File: src/rtl/fmul_pkg.sv
// Shared constants and types for the single-precision multiply post stage.
// Holds IEEE-754 field limits, the canonical quiet NaN and flag bit indices.
package fmul_pkg;

    localparam int          FP_BIAS = 127;
    localparam int          EXP_MAX = 255;
    localparam logic [31:0] QNAN    = 32'h7FC0_0000;

    // Bit positions inside the 3-bit {invalid, overflow, underflow} vector
    typedef enum logic [1:0] {
        FLG_UNF = 2'd0,
        FLG_OVF = 2'd1,
        FLG_INV = 2'd2
    } flag_idx_e;

    // Operand triple captured in the S1 register; c sign is never used
    typedef struct packed {
        logic [31:0] a;
        logic [31:0] b;
        logic [30:0] c;
    } s1_t;

endpackage

File: src/rtl/fmul_post_stage_if.sv
// Handshake bundle for fmul_post_stage: input triple, output result, flags.
// master = producer/consumer side (bench), slave = the post stage itself.
interface fmul_post_stage_if #(
    parameter int CNT_W = 16
);
    logic             in_valid;
    logic             in_ready;
    logic [31:0]      a;
    logic [31:0]      b;
    logic [31:0]      c;
    logic             out_valid;
    logic             out_ready;
    logic [31:0]      result;
    logic [2:0]       res_flags;
    logic [2:0]       sticky_flags;
    logic             flag_clr;
    logic [CNT_W-1:0] res_count;

    modport master (
        output in_valid, a, b, c, out_ready, flag_clr,
        input  in_ready, out_valid, result, res_flags,
        input  sticky_flags, res_count
    );

    modport slave (
        input  in_valid, a, b, c, out_ready, flag_clr,
        output in_ready, out_valid, result, res_flags,
        output sticky_flags, res_count
    );
endinterface

File: src/rtl/fmul_classify.sv
// Combinational fix-up of a raw multiplier product: specials, exponent, flags.
// Ports: a, b operands; c raw product (no sign); result, flags {inv,ovf,unf}.
module fmul_classify
    import fmul_pkg::*;
(
    input  logic [31:0] a,
    input  logic [31:0] b,
    input  logic [30:0] c,
    output logic [31:0] result,
    output logic [2:0]  flags
);

    logic [7:0]        ea, eb;
    logic              sign;
    logic              a_nan, b_nan, a_inf, b_inf, a_zero, b_zero;
    logic signed [9:0] ez, ez1, ef;
    logic              norm;

    always_comb begin
        ea     = a[30:23];
        eb     = b[30:23];
        sign   = a[31] ^ b[31];
        a_nan  = (ea == 8'(EXP_MAX)) && (a[22:0] != '0);
        b_nan  = (eb == 8'(EXP_MAX)) && (b[22:0] != '0);
        a_inf  = (ea == 8'(EXP_MAX)) && (a[22:0] == '0);
        b_inf  = (eb == 8'(EXP_MAX)) && (b[22:0] == '0);
        a_zero = (ea == 8'd0);
        b_zero = (eb == 8'd0);
        ez     = 10'(ea) + 10'(eb) - 10'(FP_BIAS);
        ez1    = ez + 10'sd1;
        // The multiplier bumps the exponent when the mantissa product >= 2
        norm   = (c[30:23] == ez1[7:0]);
        ef     = ez + {9'd0, norm};
        result = '0;
        flags  = '0;
        if (a_nan || b_nan || (a_inf && b_zero) || (b_inf && a_zero)) begin
            result         = QNAN;
            flags[FLG_INV] = 1'b1;
        end else if (a_inf || b_inf) begin
            result = {sign, 8'hFF, 23'h0};
        end else if (a_zero || b_zero) begin
            result = {sign, 31'h0};
        end else if (ef >= 10'sd255) begin
            result         = {sign, 8'hFF, 23'h0};
            flags[FLG_OVF] = 1'b1;
        end else if (ef <= 10'sd0) begin
            result         = {sign, 31'h0};
            flags[FLG_UNF] = 1'b1;
        end else begin
            result = {sign, ef[7:0], c[22:0]};
        end
    end

endmodule

File: src/rtl/fmul_post_stage.sv
// Registered multiplier post stage: S1 capture, classify, DEPTH-entry buffer.
// Ports: clk, rst (sync high), io slave bundle (in/out handshake, flags, count).
module fmul_post_stage
    import fmul_pkg::*;
#(
    parameter int DEPTH = 2,
    parameter int CNT_W = 16
) (
    input logic               clk,
    input logic               rst,
    fmul_post_stage_if.slave  io
);

    localparam int PTR_W = $clog2(DEPTH);
    localparam int OCC_W = PTR_W + 2;

    s1_t              s1_q, s1_d;
    logic             s1_valid_q, s1_valid_d;
    logic [PTR_W-1:0] wr_ptr_q, wr_ptr_d;
    logic [PTR_W-1:0] rd_ptr_q, rd_ptr_d;
    logic [OCC_W-1:0] count_q, count_d;
    logic [31:0]      res_mem_q [DEPTH];
    logic [31:0]      res_mem_d [DEPTH];
    logic [2:0]       flg_mem_q [DEPTH];
    logic [2:0]       flg_mem_d [DEPTH];
    logic [2:0]       sticky_q, sticky_d;
    logic [CNT_W-1:0] cnt_q, cnt_d;

    logic [OCC_W-1:0] occ;
    logic             accept, wr, rd;
    logic [31:0]      cls_res;
    logic [2:0]       cls_flags;
    logic             unused_c_sign;

    assign unused_c_sign = io.c[31];

    fmul_classify u_classify (
        .a      (s1_q.a),
        .b      (s1_q.b),
        .c      (s1_q.c),
        .result (cls_res),
        .flags  (cls_flags)
    );

    // S1 always drains into the buffer next cycle, so counting it as
    // occupied guarantees a free slot without looking at out_ready.
    assign occ         = count_q + OCC_W'(s1_valid_q);
    assign io.in_ready = occ < OCC_W'(DEPTH);
    assign accept      = io.in_valid && io.in_ready;
    assign wr          = s1_valid_q;
    assign rd          = (count_q != '0) && io.out_ready;

    assign io.out_valid    = count_q != '0;
    assign io.result       = res_mem_q[rd_ptr_q];
    assign io.res_flags    = flg_mem_q[rd_ptr_q];
    assign io.sticky_flags = sticky_q;
    assign io.res_count    = cnt_q;

    always_comb begin
        s1_d       = s1_q;
        s1_valid_d = accept;
        wr_ptr_d   = wr_ptr_q;
        rd_ptr_d   = rd_ptr_q;
        res_mem_d  = res_mem_q;
        flg_mem_d  = flg_mem_q;
        cnt_d      = cnt_q;
        // Clear first so a bit set in the same cycle survives
        sticky_d   = io.flag_clr ? 3'b000 : sticky_q;
        count_d    = count_q + OCC_W'(wr) - OCC_W'(rd);
        if (accept) begin
            s1_d = '{a: io.a, b: io.b, c: io.c[30:0]};
        end
        if (wr) begin
            res_mem_d[wr_ptr_q] = cls_res;
            flg_mem_d[wr_ptr_q] = cls_flags;
            wr_ptr_d            = wr_ptr_q + PTR_W'(1);
            sticky_d            = sticky_d | cls_flags;
            cnt_d               = cnt_q + CNT_W'(1);
        end
        if (rd) begin
            rd_ptr_d = rd_ptr_q + PTR_W'(1);
        end
    end

    always_ff @(posedge clk) begin
        if (rst) begin
            s1_q       <= '0;
            s1_valid_q <= 1'b0;
            wr_ptr_q   <= '0;
            rd_ptr_q   <= '0;
            count_q    <= '0;
            res_mem_q  <= '{default: '0};
            flg_mem_q  <= '{default: '0};
            sticky_q   <= '0;
            cnt_q      <= '0;
        end else begin
            s1_q       <= s1_d;
            s1_valid_q <= s1_valid_d;
            wr_ptr_q   <= wr_ptr_d;
            rd_ptr_q   <= rd_ptr_d;
            count_q    <= count_d;
            res_mem_q  <= res_mem_d;
            flg_mem_q  <= flg_mem_d;
            sticky_q   <= sticky_d;
            cnt_q      <= cnt_d;
        end
    end

endmodule

File: src/flat_wrapper.sv
// flat-port wrapper written by rule: the top's interface ports become plain ports
module fmul_post_stage_flat import fmul_pkg::*;
#(
    parameter int DEPTH = 2,
    parameter int CNT_W = 16
)
  (clk, rst, io_in_valid, io_a, io_b, io_c, io_out_ready, io_flag_clr, io_in_ready, io_out_valid, io_result, io_res_flags, io_sticky_flags, io_res_count);
  fmul_post_stage_if #(.CNT_W(CNT_W)) io_i ();
  input logic clk;
  input logic rst;
  input wire logic [$bits(io_i.in_valid)-1:0] io_in_valid;
  input wire logic [$bits(io_i.a)-1:0] io_a;
  input wire logic [$bits(io_i.b)-1:0] io_b;
  input wire logic [$bits(io_i.c)-1:0] io_c;
  input wire logic [$bits(io_i.out_ready)-1:0] io_out_ready;
  input wire logic [$bits(io_i.flag_clr)-1:0] io_flag_clr;
  output wire logic [$bits(io_i.in_ready)-1:0] io_in_ready;
  output wire logic [$bits(io_i.out_valid)-1:0] io_out_valid;
  output wire logic [$bits(io_i.result)-1:0] io_result;
  output wire logic [$bits(io_i.res_flags)-1:0] io_res_flags;
  output wire logic [$bits(io_i.sticky_flags)-1:0] io_sticky_flags;
  output wire logic [$bits(io_i.res_count)-1:0] io_res_count;
  assign io_i.in_valid = io_in_valid;
  assign io_i.a = io_a;
  assign io_i.b = io_b;
  assign io_i.c = io_c;
  assign io_i.out_ready = io_out_ready;
  assign io_i.flag_clr = io_flag_clr;
  assign io_in_ready = io_i.in_ready;
  assign io_out_valid = io_i.out_valid;
  assign io_result = io_i.result;
  assign io_res_flags = io_i.res_flags;
  assign io_sticky_flags = io_i.sticky_flags;
  assign io_res_count = io_i.res_count;
  fmul_post_stage #(.DEPTH(DEPTH), .CNT_W(CNT_W)) u_core (.clk(clk), .rst(rst), .io(io_i));
endmodule
File: config.mk
export PLATFORM = sky130hd
export DESIGN_NAME = fmul_post_stage_flat
export DESIGN_NICKNAME = d
export VERILOG_FILES = /design/src/rtl/fmul_pkg.sv /design/src/rtl/fmul_post_stage_if.sv /design/src/rtl/fmul_classify.sv /design/src/rtl/fmul_post_stage.sv /design/src/flat_wrapper.sv
export SDC_FILE = /design/constraint.sdc
export NUM_CORES = 1
export LEC_CHECK = 0
export ABC_AREA = 1
export CORE_MARGIN = 5
export CORE_UTILIZATION = 49
export CTS_CLUSTER_DIAMETER = 100
export DETAILED_ROUTE_END_ITERATION = 8
export HOLD_SLACK_MARGIN = 0.08
export PLACE_DENSITY_LB_ADDON = 0.08
export SYNTH_ARGS = -nofsm -noshare
export SYNTH_HDL_FRONTEND = slang
export SYNTH_HIERARCHICAL = 1
export SYNTH_SLANG_ARGS = --single-unit
File: constraint.sdc
create_clock -name clk -period 4.3 [get_ports clk]
set_input_delay 0.86 -clock clk [delete_from_list [all_inputs] [get_ports clk]]
set_output_delay 0.86 -clock clk [all_outputs]
set_load 0.01 [all_outputs]
Yosys cells after proc, flatten, opt, wreduce, memory -nomap -nowiden --
Cells that the tools add are included. Widths: inputs -> output; s select.
Storage, ports and cells: input bits 101, output and inout bits 56, flip-flop bits (word level) 190
Operators by class: reductions and logical operators 21, bitwise logic cells 4, multiplexer cells 26, order comparisons 6, eq/ne operators 3, add/sub/neg operators 9
Operators by type and width (number):
- $mux 32 | 5
- $mux 31 | 4
- $bwmux 64 | 1
- $logic_not 23->1 | 2
- $reduce_bool 23->1 | 2
- $demux 32 s1 | 1
- $mux 3 | 6
- $add 16x1->16 const B | 1
- $eq 8x8->1 const B | 2
- $logic_not 8->1 | 2
- $add 10x1->10 | 1
- $ge 10x9->1 const B | 1
- $le 10x1->1 const B | 1
- $sub 9x7->10 const B | 1
- $add 8x8->9 | 1
- $logic_and 1x1->1 | 9
- $add 8x2->8 const B | 1
- $eq 8x8->1 | 1
- $bwmux 6 | 1
- $mux 2 | 3
- $logic_or 1x1->1 | 5
- $ge 2x2->1 const B | 2
- $mux 1 | 4
- $not 1->2 | 2
- 9 further kinds | 10

Logic depth before layout (Yosys ltp) --
Gate-level depths: netlist of the first run.
depth in word-level cells 13, gate-level depth with buffers 33

Hierarchy --
Netlist of the first run, hierarchy kept.
By module, submodules not included:
- fmul_post_stage | instances 1, area an instance 7886.3 um^2, sequential area each 3803.6 um^2, cells each 1192
- fmul_classify | instances 1, area an instance 1674.1 um^2, sequential area each 0.0 um^2, cells each 314

Least setup slack after synthesis of the first run --
No wires, ideal clock.
path kind flip-flop to flip-flop, start register u_core/s1_q[87] in the netlist's numbering, end register u_core/res_mem_q[22] in the netlist's numbering, slack 0.025 ns, arrival time 4.159 ns, required time 4.184 ns, cell stages (with the launch flop) 27, setup time 0.116 ns, path buffers 3, path through dfxtp_1 > ha_1 > ha_1 > fa_1 > buf_2 > nand3_1 > nor3_1 > nand3_1 > xor2_1 > and3_1 > ha_1 > ha_1 > xnor2_1 > nand3_1 > nor2_1 > nand2_1 > nor2_1 > nand2_1 > nor2_2 > nand2_2 > and2_4 > buf_6 > buf_6 > nand3_1 > nand2_1 > o21ai_0 > nor2_1
Between the ends: longest elaborated chain between the ends 12
Ends and longest elaborated chain:
- from (decl) | line fmul_post_stage.sv:17 | s1_t s1_q, s1_d;
- from (signal assigned) | line fmul_post_stage.sv:87 | s1_q <= '0;
- from (signal assigned) | line fmul_post_stage.sv:97 | s1_q <= s1_d;
- $add 8x8->9 | line fmul_classify.sv:29 | ez = 10'(ea) + 10'(eb) - 10'(FP_BIAS);
- $sub 9x7->10 | line fmul_classify.sv:29
- $add 8x2->8 | line fmul_classify.sv:30 | ez1 = ez + 10'sd1;
- $eq 8x8->1 | line fmul_classify.sv:32 | norm = (c[30:23] == ez1[7:0]);
- $add 10x1->10 | line fmul_classify.sv:33 | ef = ez + {9'd0, norm};
- $le 10x1->1 | line fmul_classify.sv:46 | end else if (ef <= 10'sd0) begin
- $mux 31 | line fmul_classify.sv:46
- $mux 31 | line fmul_classify.sv:43 | end else if (ef >= 10'sd255) begin
- $mux 31 | line fmul_classify.sv:41 | end else if (a_zero || b_zero) begin
- $mux 31 | line fmul_classify.sv:39 | end else if (a_inf || b_inf) begin
- $mux 32 * | line fmul_classify.sv:36 | if (a_nan || b_nan || (a_inf && b_zero) || (b_inf && a_zero)) begin
- net u_core.cls_res[22] | line fmul_post_stage.sv:31 | logic [31:0] cls_res;
- $bwmux 64 * | line fmul_post_stage.sv:74 | res_mem_d[wr_ptr_q] = cls_res;
- to (signal assigned) | line fmul_post_stage.sv:102 | res_mem_q <= res_mem_d;
- to (decl) | line fmul_post_stage.sv:22 | logic [31:0] res_mem_q [DEPTH];
Mark *: on every way through the listed nets, which the timed path passes. The rest lies on a longest branch. A chain may end at the register's enable or synchronous reset.

Worst setup path after layout of the first run --
start register u_core/s1_q[55] in the netlist's numbering, end register u_core/res_mem_q[6] in the netlist's numbering
Same word-level chain as after synthesis.

==> results of run 1 <==
-- power groups by stage --
| stage | Clock, mW | Combinational [mW] | Sequential (mW) |
|---|---|---|---|
| 2_1_floorplan | 0 | 2.25 | 2.35 |
| 3_3_place_gp | 0 | 3.12 | 2.39 |
| 3_5_place_dp | 0 | 3.15 | 2.40 |
| 4_1_cts | 1.62 | 3.29 | 2.36 |
| 5_1_grt | 1.69 | 4.21 | 2.42 |
| 6_report | 1.59 | 3.74 | 2.37 |
-- final cells by class --
cell class | count | area (um2) | share of cell area (%)
clock buffers | 18 | 439 | 3.52
clock inverters | 13 | 153 | 1.22
inverters | 154 | 581 | 4.66
multi-input cells | 1095 | 5140 | 41.2
flip-flops and latches | 190 | 3810 | 30.5
well taps | 265 | 332 | 2.66
repair buffers | 204 | 2010 | 16.1
-- Yosys cell counts --
cell type / n / area, um2
a21boi_0: 1 / 7.51
a21o_1: 1 / 7.51
a21oi_1: 20 / 100
and2_0: 1 / 6.26
and2_1: 1 / 6.26
and2_4: 1 / 8.76
and3_1: 1 / 6.26
buf_1: 3 / 11.3
buf_2: 22 / 110
buf_4: 2 / 15.0
buf_6: 13 / 146
clkbuf_1: 28 / 105
clkinv_1: 3 / 11.3
dfxtp_1: 190 / 3800
fa_1: 1 / 20.0
ha_1: 23 / 288
inv_1: 147 / 552
inv_2: 4 / 15.0
nand2_1: 442 / 1660
nand2_2: 4 / 25.0
nand2_4: 4 / 45.0
nand3_1: 43 / 215
nand3_2: 2 / 20.0
nand3b_1: 1 / 7.51
nand4_1: 15 / 93.8
nor2_1: 403 / 1510
nor2_2: 5 / 31.3
nor2_4: 2 / 22.5
nor3_1: 13 / 65.1
nor3b_1: 2 / 15.0
nor4_1: 12 / 75.1
o21ai_0: 76 / 380
o21bai_1: 2 / 15.0
xnor2_1: 10 / 87.6
xor2_1: 8 / 70.1
-- cells by family (layout without fill, tap and decap cells) --
group,Yosys count,in the layout
buf+inv,222,389
simple gates,952,953
flops,190,190
compound gates,100,100
xor+xnor,18,18
fa+ha+maj,24,24
-- metrics by stage --
step	utilization, %	total power [mW]	worst slack (ns)	cell area (um2)	TNS [ns]
6_report	64.5	7.69	0.0406	12500	0
5_1_grt	64.5	8.32	-0.304	12500	-17.11
4_1_cts	62.5	7.27	-0.00311	12100	-0.00311
3_5_place_dp	59.0	5.55	-0.0833	11400	-1.90
3_3_place_gp	59.0	5.51	-0.0314	11400	-0.221
2_1_floorplan	-	4.60	0.0249	9560	0
-- path summary, 6_finish.rpt --
path                                                        from  cells past startpoint  slack, ns                                to
worst max-delay path                u_core/s1_q[55]$_SDFFE_PP0P_                     26       0.04  u_core/res_mem_q[6]$_SDFFE_PP0P_
worst min-delay path            u_core/flg_mem_q[5]$_SDFFE_PP0P_                      2       0.46  u_core/flg_mem_q[5]$_SDFFE_PP0P_
worst max register to register      u_core/s1_q[55]$_SDFFE_PP0P_                     26       0.04  u_core/res_mem_q[6]$_SDFFE_PP0P_
worst min register to register  u_core/flg_mem_q[5]$_SDFFE_PP0P_                      2       0.46  u_core/flg_mem_q[5]$_SDFFE_PP0P_
-- critical path: stages (launching register included) --
cell	delay, ns
dfxtp_2	0.34
ha_4	0.24
ha_4	0.16
fa_2	0.55
nand4_1	0.17
buf_4	0.19
nor3_2	0.12
xor2_1	0.18
xor2_1	0.15
and3_1	0.18
ha_2	0.20
ha_4	0.16
inv_1	0.04
nor2_1	0.08
nand3_1	0.12
nor2_2	0.12
nand2_1	0.08
nor2_1	0.11
nand2_1	0.07
nand2_2	0.10
nand2_2	0.07
nand2_4	0.08
nand3_4	0.17
buf_12	0.25
nor2_4	0.08
o21ai_1	0.08
nor2_1	0.12
-- flip-flops by register name (all words and copies together), names as in the netlist --
| name | count |
|---|---|
| u_core/res_mem_q | 64 |
| u_core/s1_q | 95 |
| u_core/count_q | 3 |
| u_core/wr_ptr_q | 1 |
| u_core/s1_valid_q | 1 |
| u_core/rd_ptr_q | 1 |
| u_core/io.sticky_flags | 3 |
| u_core/io.res_count | 16 |
| u_core/flg_mem_q | 6 |
-- per-layer routing --
layer  share of wire [%]  global-route usage, %  wire length (um)  vias up
li1                    -                      -                 -     4897
met1                  47                   28.5             11400     4004
met2                  46                   34.7             11100      215
met3                 6.3                   5.91              1540       32
met4                 1.3                   5.58               323        2
met5               0.053                      0                13        -
-- placed cells by master (no fill, tap or decap), types with 15 or more instances in the layout --
cell,synthesis,final
nand4_1,15,15
dfxtp_1,190,186
nor2_1,403,380
o21ai_0,76,54
o21ai_1,0,16
inv_1,147,144
clkbuf_16,0,18
ha_1,23,17
nand2_1,442,433
clkdlybuf4s50_1,0,155
nand3_1,43,40
buf_4,2,40
a21oi_1,20,20
nor2_4,2,21
-- what timing repair did --
| item | 4_1_cts | 5_1_grt |
|---|---|---|
| endpoints found under the hold margin | 0 | 0 |
| setup endpoints to repair | 58 | 68 |
| gates cloned | 1 | 2 |
| setup buffers | 1 | 5 |
| pin swaps | 4 | 68 |
| resized for setup | 11 | 102 |
==> impl_metrics.toml, run 1 <==
[floorplanning]
die_area_um2 = 22400
start_util_pct = 49.4
row_count = 51
die-width_um = 150
core_area_um2 = 19300
ios = 157
die_h_um = 150

[grt]
antenna_found_initial = 1
grt_pass1_wl_um = 39700
grt-ovfl-total = 0
grt_max_degree = 110
grtUsageTotal_pct = 21.5
grt_pass1_vias = 8506

[detailed_routing]
num_vias = 9150
viasPerCell = 4.72
drt-initial-drc-count = 489
drtPass1Iterations = 5
ant_nets = 0
detail_route.wirelength_um = 24300
drc = 0
post_drt_wl_per_cell_um = 12.6

[sta]
fin_hold_ws_ns = 0.464
timing.final.max_slew_violations = 0
hold_viol = 0
setup_violations = 0
relSlewSlack_pct = 33.3
rsz0062_at_grt = "yes"
fmax_ghz = 0.235
min_period_ns = 4.26
worst_pin_slew_ns = 1.00
fin_skew_ns = 0.0105
fin_crit_sh_pct = 99.1

[yosys]
synthMuxAreaShare_pct = 0
synth_area_per_cell_um2 = 6.35
synth_seq_area_share_pct = 39.8
yosysWarnings = 6
synth_area_um2 = 9560
synthAdderAreaFrac_pct = 3.22
syn-num-nets = 1631
synth_top_family_by_area = "simple AND/OR/NAND/NOR gates"
synth_xor_area_share_pct = 1.65
synthSimpleGateAreaFrac_pct = 39.9
netlist_instances = 1506
ys_ff_latch = 190
ys_types = 35
synth_compound_area_share_pct = 5.34

[placement]
port_buffers = 155
gp_congestion = 0.842
dpl.hpwl_um = 15900
dp_cells = 1899

[clock_network]
root_buffer = "clkbuf_16"
cts_sinks = 190
path_clk_slew_ns = 0.07
ctsHoldBuffers = 0
h-tree-depth = 4
clk_path_buf_depth = 2
worstSkewPairLatency_ns = 0.43
cts_buffers = 17
tritoncts = "built"

[pwr]
swShare_pct = 40.6
vdd_drop_max_mv = 0.301
p_comb_share_pct = 48.6
p_per_area_nw_per_um2 = 617
p_leak_nw = 5.78
p_sw_mw = 3.13
p_seq_share_pct = 30.8
p_clk_share_pct = 20.6
p_int_mw = 4.57

[critical_path]
crit_arrival_ns = 4.62
cp.required_ns = 4.66
path_class = "reg2reg"
start_kind = "flip-flop"
crit_fanout = 7
end_kind = "flip-flop"

[run]
drv_cap = 0

[cells_and_area]
n_fill_cell = 1838
finalNonFillerCells = 1939
diodes = 0
drive_gt1_share_pct = 9.86
area_delta_synth_final_pct = 30.4
nNetsFinal = 1787

[run_status]
status = "finished clean"

[worst_hold_path]
hp-class = "reg2reg"
Power figures use the tool's default switching activity.
==> run 2, diff against run 1 <==
==> constraint.sdc (replaced) <==
create_clock -name clk -period 3.81 [get_ports clk]
set_input_delay 1.143 -clock clk [delete_from_list [all_inputs] [get_ports clk]]
set_output_delay 1.143 -clock clk [all_outputs]
set_load 0.01 [all_outputs]
==> impl_metrics.toml, run 2 (synthesized netlist as in run 1, its figures left out) <==
[clock_network]
root_buffer = "clkbuf_16"
cts_sinks = 190
clk_path_buf_depth = 2
tritoncts = "built"
h-tree-depth = 4
ctsHoldBuffers = 0
worstSkewPairLatency_ns = 0.43
cts_buffers = 17
path_clk_slew_ns = 0.07

[critical_path]
end_kind = "flip-flop"
path_class = "reg2reg"
cp.required_ns = 4.13
crit_arrival_ns = 4.50
r2r_slack_ns = -0.37
r2r-end = "u_core/res_mem_q[1]$_SDFFE_PP0P_"
worstRegToRegCells = 25
start_kind = "flip-flop"
regToRegStartpoint = "u_core/s1_q[55]$_SDFFE_PP0P_"
crit_fanout = 13
startpoint = "u_core/s1_q[55]$_SDFFE_PP0P_"

[grt]
grt_max_degree = 148
antenna_found_initial = 0
grt_pass1_wl_um = 39200
grtUsageTotal_pct = 21.2
grt-ovfl-total = 0
grt_pass1_vias = 8537

[placement]
port_buffers = 155
dpl.hpwl_um = 16000
gp_congestion = 0.846
dp_cells = 1923

[cells_and_area]
n_fill_cell = 1799
regMostFlops = "u_core/s1_q"
finalNonFillerCells = 1964
area_delta_synth_final_pct = 32.6
largest_reg_flops = 95
final_common_cell = "nand2_1"
drive_gt1_share_pct = 12.2
diodes = 0
mostFrequentLayoutCells = "nand2_1, nor2_1, dfxtp_1"
nNetsFinal = 1811

[sta]
timing.final.max_slew_violations = 0
setup_violations = 67
fin_crit_sh_pct = 110
min_period_ns = 4.18
worst_pin_slew_ns = 0.740
fin_skew_ns = 0.0113
rsz0062_at_grt = "yes"
final.setup.worst_slack_ns = -0.370
fin_hold_ws_ns = 0.466
hold_viol = 0
relSlewSlack_pct = 50.6
fmax_ghz = 0.239

[pwr]
p_leak_nw = 5.87
swShare_pct = 40.1
p_seq_share_pct = 30.5
p_per_area_nw_per_um2 = 691
p_sw_mw = 3.51
vdd_drop_max_mv = 0.490
p_comb_share_pct = 49.5
p_clk_share_pct = 20.0
p_int_mw = 5.25

[worst_hold_path]
hp-class = "reg2reg"
hold_end = "u_core/io.sticky_flags[2]$_SDFF_PP0_"
min_from = "u_core/io.sticky_flags[2]$_SDFF_PP0_"
hold_depth = 2

[detailed_routing]
viasPerCell = 4.67
detail_route.wirelength_um = 24200
drc = 0
num_vias = 9177
drt-initial-drc-count = 440
post_drt_wl_per_cell_um = 12.3
ant_nets = 0
drtPass1Iterations = 5

[floorplanning]
die-width_um = 150
ios = 157
core_area_um2 = 19300
row_count = 51
die_h_um = 150
start_util_pct = 49.4
die_area_um2 = 22400

[run_status]
status = "complete, but fails checks"
violations = "setup timing"

[run]
drv_cap = 0
-- run 2: power groups by stage --
stage	Combinational (mW)	Sequential (mW)	Clock, mW
final	4.34	2.67	1.75
after global routing	4.87	2.72	1.87
after CTS	4.07	2.66	1.79
after detailed placement	3.91	2.70	0
after global placement	3.87	2.69	0
after floorplan	2.69	2.66	0
-- run 2: layout make-up --
type / count / area [um2] / area share, %
clock inverter: 12 / 129 / 1.02
multi-input combinational: 1096 / 5190 / 41.0
sequential: 190 / 3810 / 30.1
tap: 265 / 332 / 2.62
clock buffer: 20 / 447 / 3.52
timing repair buffer: 227 / 2180 / 17.2
inverter: 154 / 581 / 4.58
-- run 2: worst max path at each step --
stage                                         to  slack (ns)  depth (start not counted)
2_1_floorplan  u_core/res_mem_q[22]$_SDFFE_PP0P_       -0.11                         29
3_3_place_gp   u_core/res_mem_q[21]$_SDFFE_PP0P_       -0.27                         24
3_5_place_dp   u_core/res_mem_q[17]$_SDFFE_PP0P_       -0.35                         25
4_1_cts        u_core/res_mem_q[17]$_SDFFE_PP0P_       -0.33                         27
5_1_grt         u_core/res_mem_q[2]$_SDFFE_PP0P_       -0.60                         27
6_report        u_core/res_mem_q[1]$_SDFFE_PP0P_       -0.37                         25
-- run 2: routing by layer --
layer  track usage (%)  up-vias  wire length, um  share of wire [%]
met5                 0        -                0                  0
met4              5.44        0              247                1.0
met3              4.85       25             1460                6.0
met2              36.4      199            11500                 47
met1              27.1     4014            11000                 45
li1                  -     4939                -                  -
-- run 2: timing repair --
item / 4_1_cts / 5_1_grt
gates cloned: 0 / 3
gates resized for setup: 32 / 62
buffers inserted: 3 / 4
pin swaps: 23 / 22
endpoints found under the hold margin: 0 / 0
endpoints found under the setup margin: 68 / 68
-- run 2: stage by stage --
stage                     setup TNS, ns  utilization (%)  setup WS (ns)  cell area (um2)  power, mW
after floorplan                   -3.40                -         -0.115             9680       5.35
after global placement           -15.07             60.6         -0.266            11700       6.56
after detailed placement         -19.90             60.6         -0.347            11700       6.61
after CTS                        -17.74             64.1         -0.327            12400       8.52
after global routing             -36.12             65.6         -0.601            12700       9.46
final                            -19.98             65.6         -0.370            12700       8.76
-- run 2: critical path, cell delays in order, from the launching register on --
cell and delay, ns:
dfxtp_4 0.36, ha_4 0.24, ha_4 0.16, fa_2 0.58, nand3_2 0.12, nor3_4 0.23, nand3_1 0.11, xor2_1 0.18
and3_1 0.22, ha_4 0.18, ha_4 0.17, buf_6 0.12, xnor2_4 0.13, nor3_2 0.18, nand2_1 0.07, nor2_1 0.09
nand2_1 0.05, nor2_1 0.08, nand2_1 0.07, nand2_2 0.07, nand2_4 0.07, nand3_4 0.15, buf_12 0.17, nor2_2 0.05
o21ai_1 0.16, nor2_1 0.06
==> run 3, diff against run 2 <==
--- a/config.mk
+++ b/config.mk
@@ -12,6 +12,7 @@
 export DETAILED_ROUTE_END_ITERATION = 8
 export HOLD_SLACK_MARGIN = 0.08
 export PLACE_DENSITY_LB_ADDON = 0.08
+export RECOVER_POWER = 100
 export SYNTH_ARGS = -nofsm -noshare
 export SYNTH_HDL_FRONTEND = slang
 export SYNTH_HIERARCHICAL = 1
==> constraint.sdc (replaced) <==
create_clock -name clk -period 4 [get_ports clk]
set_input_delay 1.2 -clock clk [delete_from_list [all_inputs] [get_ports clk]]
set_output_delay 1.2 -clock clk [all_outputs]
set_load 0.01 [all_outputs]
==> impl_metrics.toml, run 3 (synthesized netlist as in run 1, its figures left out) <==
[cells_and_area]
largest_reg_flops = 95
diodes = 0
mostFrequentLayoutCells = "nand2_1, nor2_1, dfxtp_1"
final_common_cell = "nand2_1"
nNetsFinal = 1801
fin_area_um2 = 12600
n_fill_cell = 1801
fin_util_pct = 65.2
drive_gt1_share_pct = 10.4
regMostFlops = "u_core/s1_q"
area_delta_synth_final_pct = 31.9

[clock_network]
clk_path_buf_depth = 2
path_clk_slew_ns = 0.07
worstSkewPairLatency_ns = 0.44
cts_sinks = 190
tritoncts = "built"
cts_buffers = 17
root_buffer = "clkbuf_16"
h-tree-depth = 4

[floorplanning]
row_count = 51
start_util_pct = 49.4
die-width_um = 150
die_area_um2 = 22400
die_h_um = 150
core_area_um2 = 19300
ios = 157

[sta]
fin_crit_sh_pct = 104
fin_hold_ws_ns = 0.465
timing.final.max_slew_violations = 0
min_period_ns = 4.18
rsz0062_at_grt = "yes"
relSlewSlack_pct = 32.2
fmax_ghz = 0.239
setup_violations = 63
setup_tns_ns = -6.53
worst_pin_slew_ns = 1.02
hold_viol = 0
final.setup.worst_slack_ns = -0.177
fin_skew_ns = 0.0140

[critical_path]
regToRegStartpoint = "u_core/s1_q[86]$_SDFFE_PP0P_"
critPathBufInv = 5
path_class = "reg2reg"
slowest_stage = "fa_2"
critPathTopFamily = "simple AND/OR/NAND/NOR gates"
crit_fanout = 5
end_kind = "flip-flop"
crit_arrival_ns = 4.55
startpoint = "u_core/s1_q[86]$_SDFFE_PP0P_"
slowest_delay_ns = 0.59
start_kind = "flip-flop"
cp.required_ns = 4.37

[detailed_routing]
detail_route.wirelength_um = 24100
viasPerCell = 4.69
drc = 0
drtPass1Iterations = 5
num_vias = 9168
post_drt_wl_per_cell_um = 12.3
ant_nets = 0
drt-initial-drc-count = 431

[grt]
grt_pass1_wl_um = 39500
grt_pass1_vias = 8382
grtUsageTotal_pct = 21.5
grt_max_degree = 151
grt-ovfl-total = 0
antenna_found_initial = 2

[pwr]
vdd_drop_max_mv = 0.415
p_per_area_nw_per_um2 = 667
p_leak_nw = 5.86

[placement]
gp_congestion = 0.802
dpl.hpwl_um = 15900
port_buffers = 155
postPlaceCellArea_um2 = 11600

[worst_hold_path]
hp-class = "reg2reg"
min_from = "u_core/io.sticky_flags[2]$_SDFF_PP0_"

[run_status]
status = "complete, but fails checks"
violations = "setup timing"

[run]
drv_cap = 0
[run 3: cell count changes in the layout (fill, tap and decap cells not counted), sizes merged]
cell	previous run	this run
clkbuf	21	20
clkdlybuf4s50	155	153
and2	5	3
buf	71	62
dlygate4sd3	0	2
bufinv	1	2
[run 3: routing by layer]
metal | track usage, % | share of wire (%)
met3 | 5.12 | 5.9
met2 | 34.4 | 45
met4 | 6.59 | 1.5
met5 | 0 | 0.13
met1 | 28.7 | 47
[run 3: final cells by class]
class	count	area, um2	area share [%]
clock inverter	13	175	1.39
multi-input combinational	1094	5130	40.7
clock buffer	18	439	3.48
timing repair buffer	219	2150	17.0
sequential	190	3810	30.2
inverter	154	581	4.60
tap	265	332	2.63
[run 3: what timing repair did]
item / 4_1_cts / 5_1_grt
endpoints found under the setup margin: 66 / 68
buffers inserted: 1 / 1
gates cloned: 2 / 1
hold buffers: 0 / 0
pin swaps: 10 / 19
resized for setup: 29 / 58
[run 3: where the power goes]
| group | internal (mW) | total, mW | leakage [nW] | switching [mW] |
|---|---|---|---|---|
| registers | 2.31 | 2.54 | 1.56 | 0.234 |
| logic | 1.76 | 4.10 | 4.00 | 2.33 |
| clock network | 0.964 | 1.77 | 0.297 | 0.807 |
[run 3: per-stage QoR]
stage	total power [mW]	instances	setup slack (ns)
final	8.41	1953	-0.177
after global routing	9.07	1953	-0.482
after CTS	8.24	1951	-0.146
after detailed placement	6.17	1917	-0.152
after global placement	6.12	1917	-0.0796
after floorplan	5.02	1506	0.00235
[run 3: worst paths after layout]
check	cells past startpoint	slack, ns	end
setup / recovery	29	-0.18	u_core/res_mem_q[3]$_SDFFE_PP0P_
hold / removal	2	0.47	u_core/io.sticky_flags[2]$_SDFF_PP0_
setup reg to reg	29	-0.18	u_core/res_mem_q[3]$_SDFFE_PP0P_
hold reg to reg	2	0.47	u_core/io.sticky_flags[2]$_SDFF_PP0_
[run 3: tightest hold or removal path: cells and delay by family, from the launching register on]
family	cells	cell delay [ns]
AO/OA/AOI/OAI	1	0.05
flip-flops	1	0.31
AND/OR/NAND/NOR	1	0.06
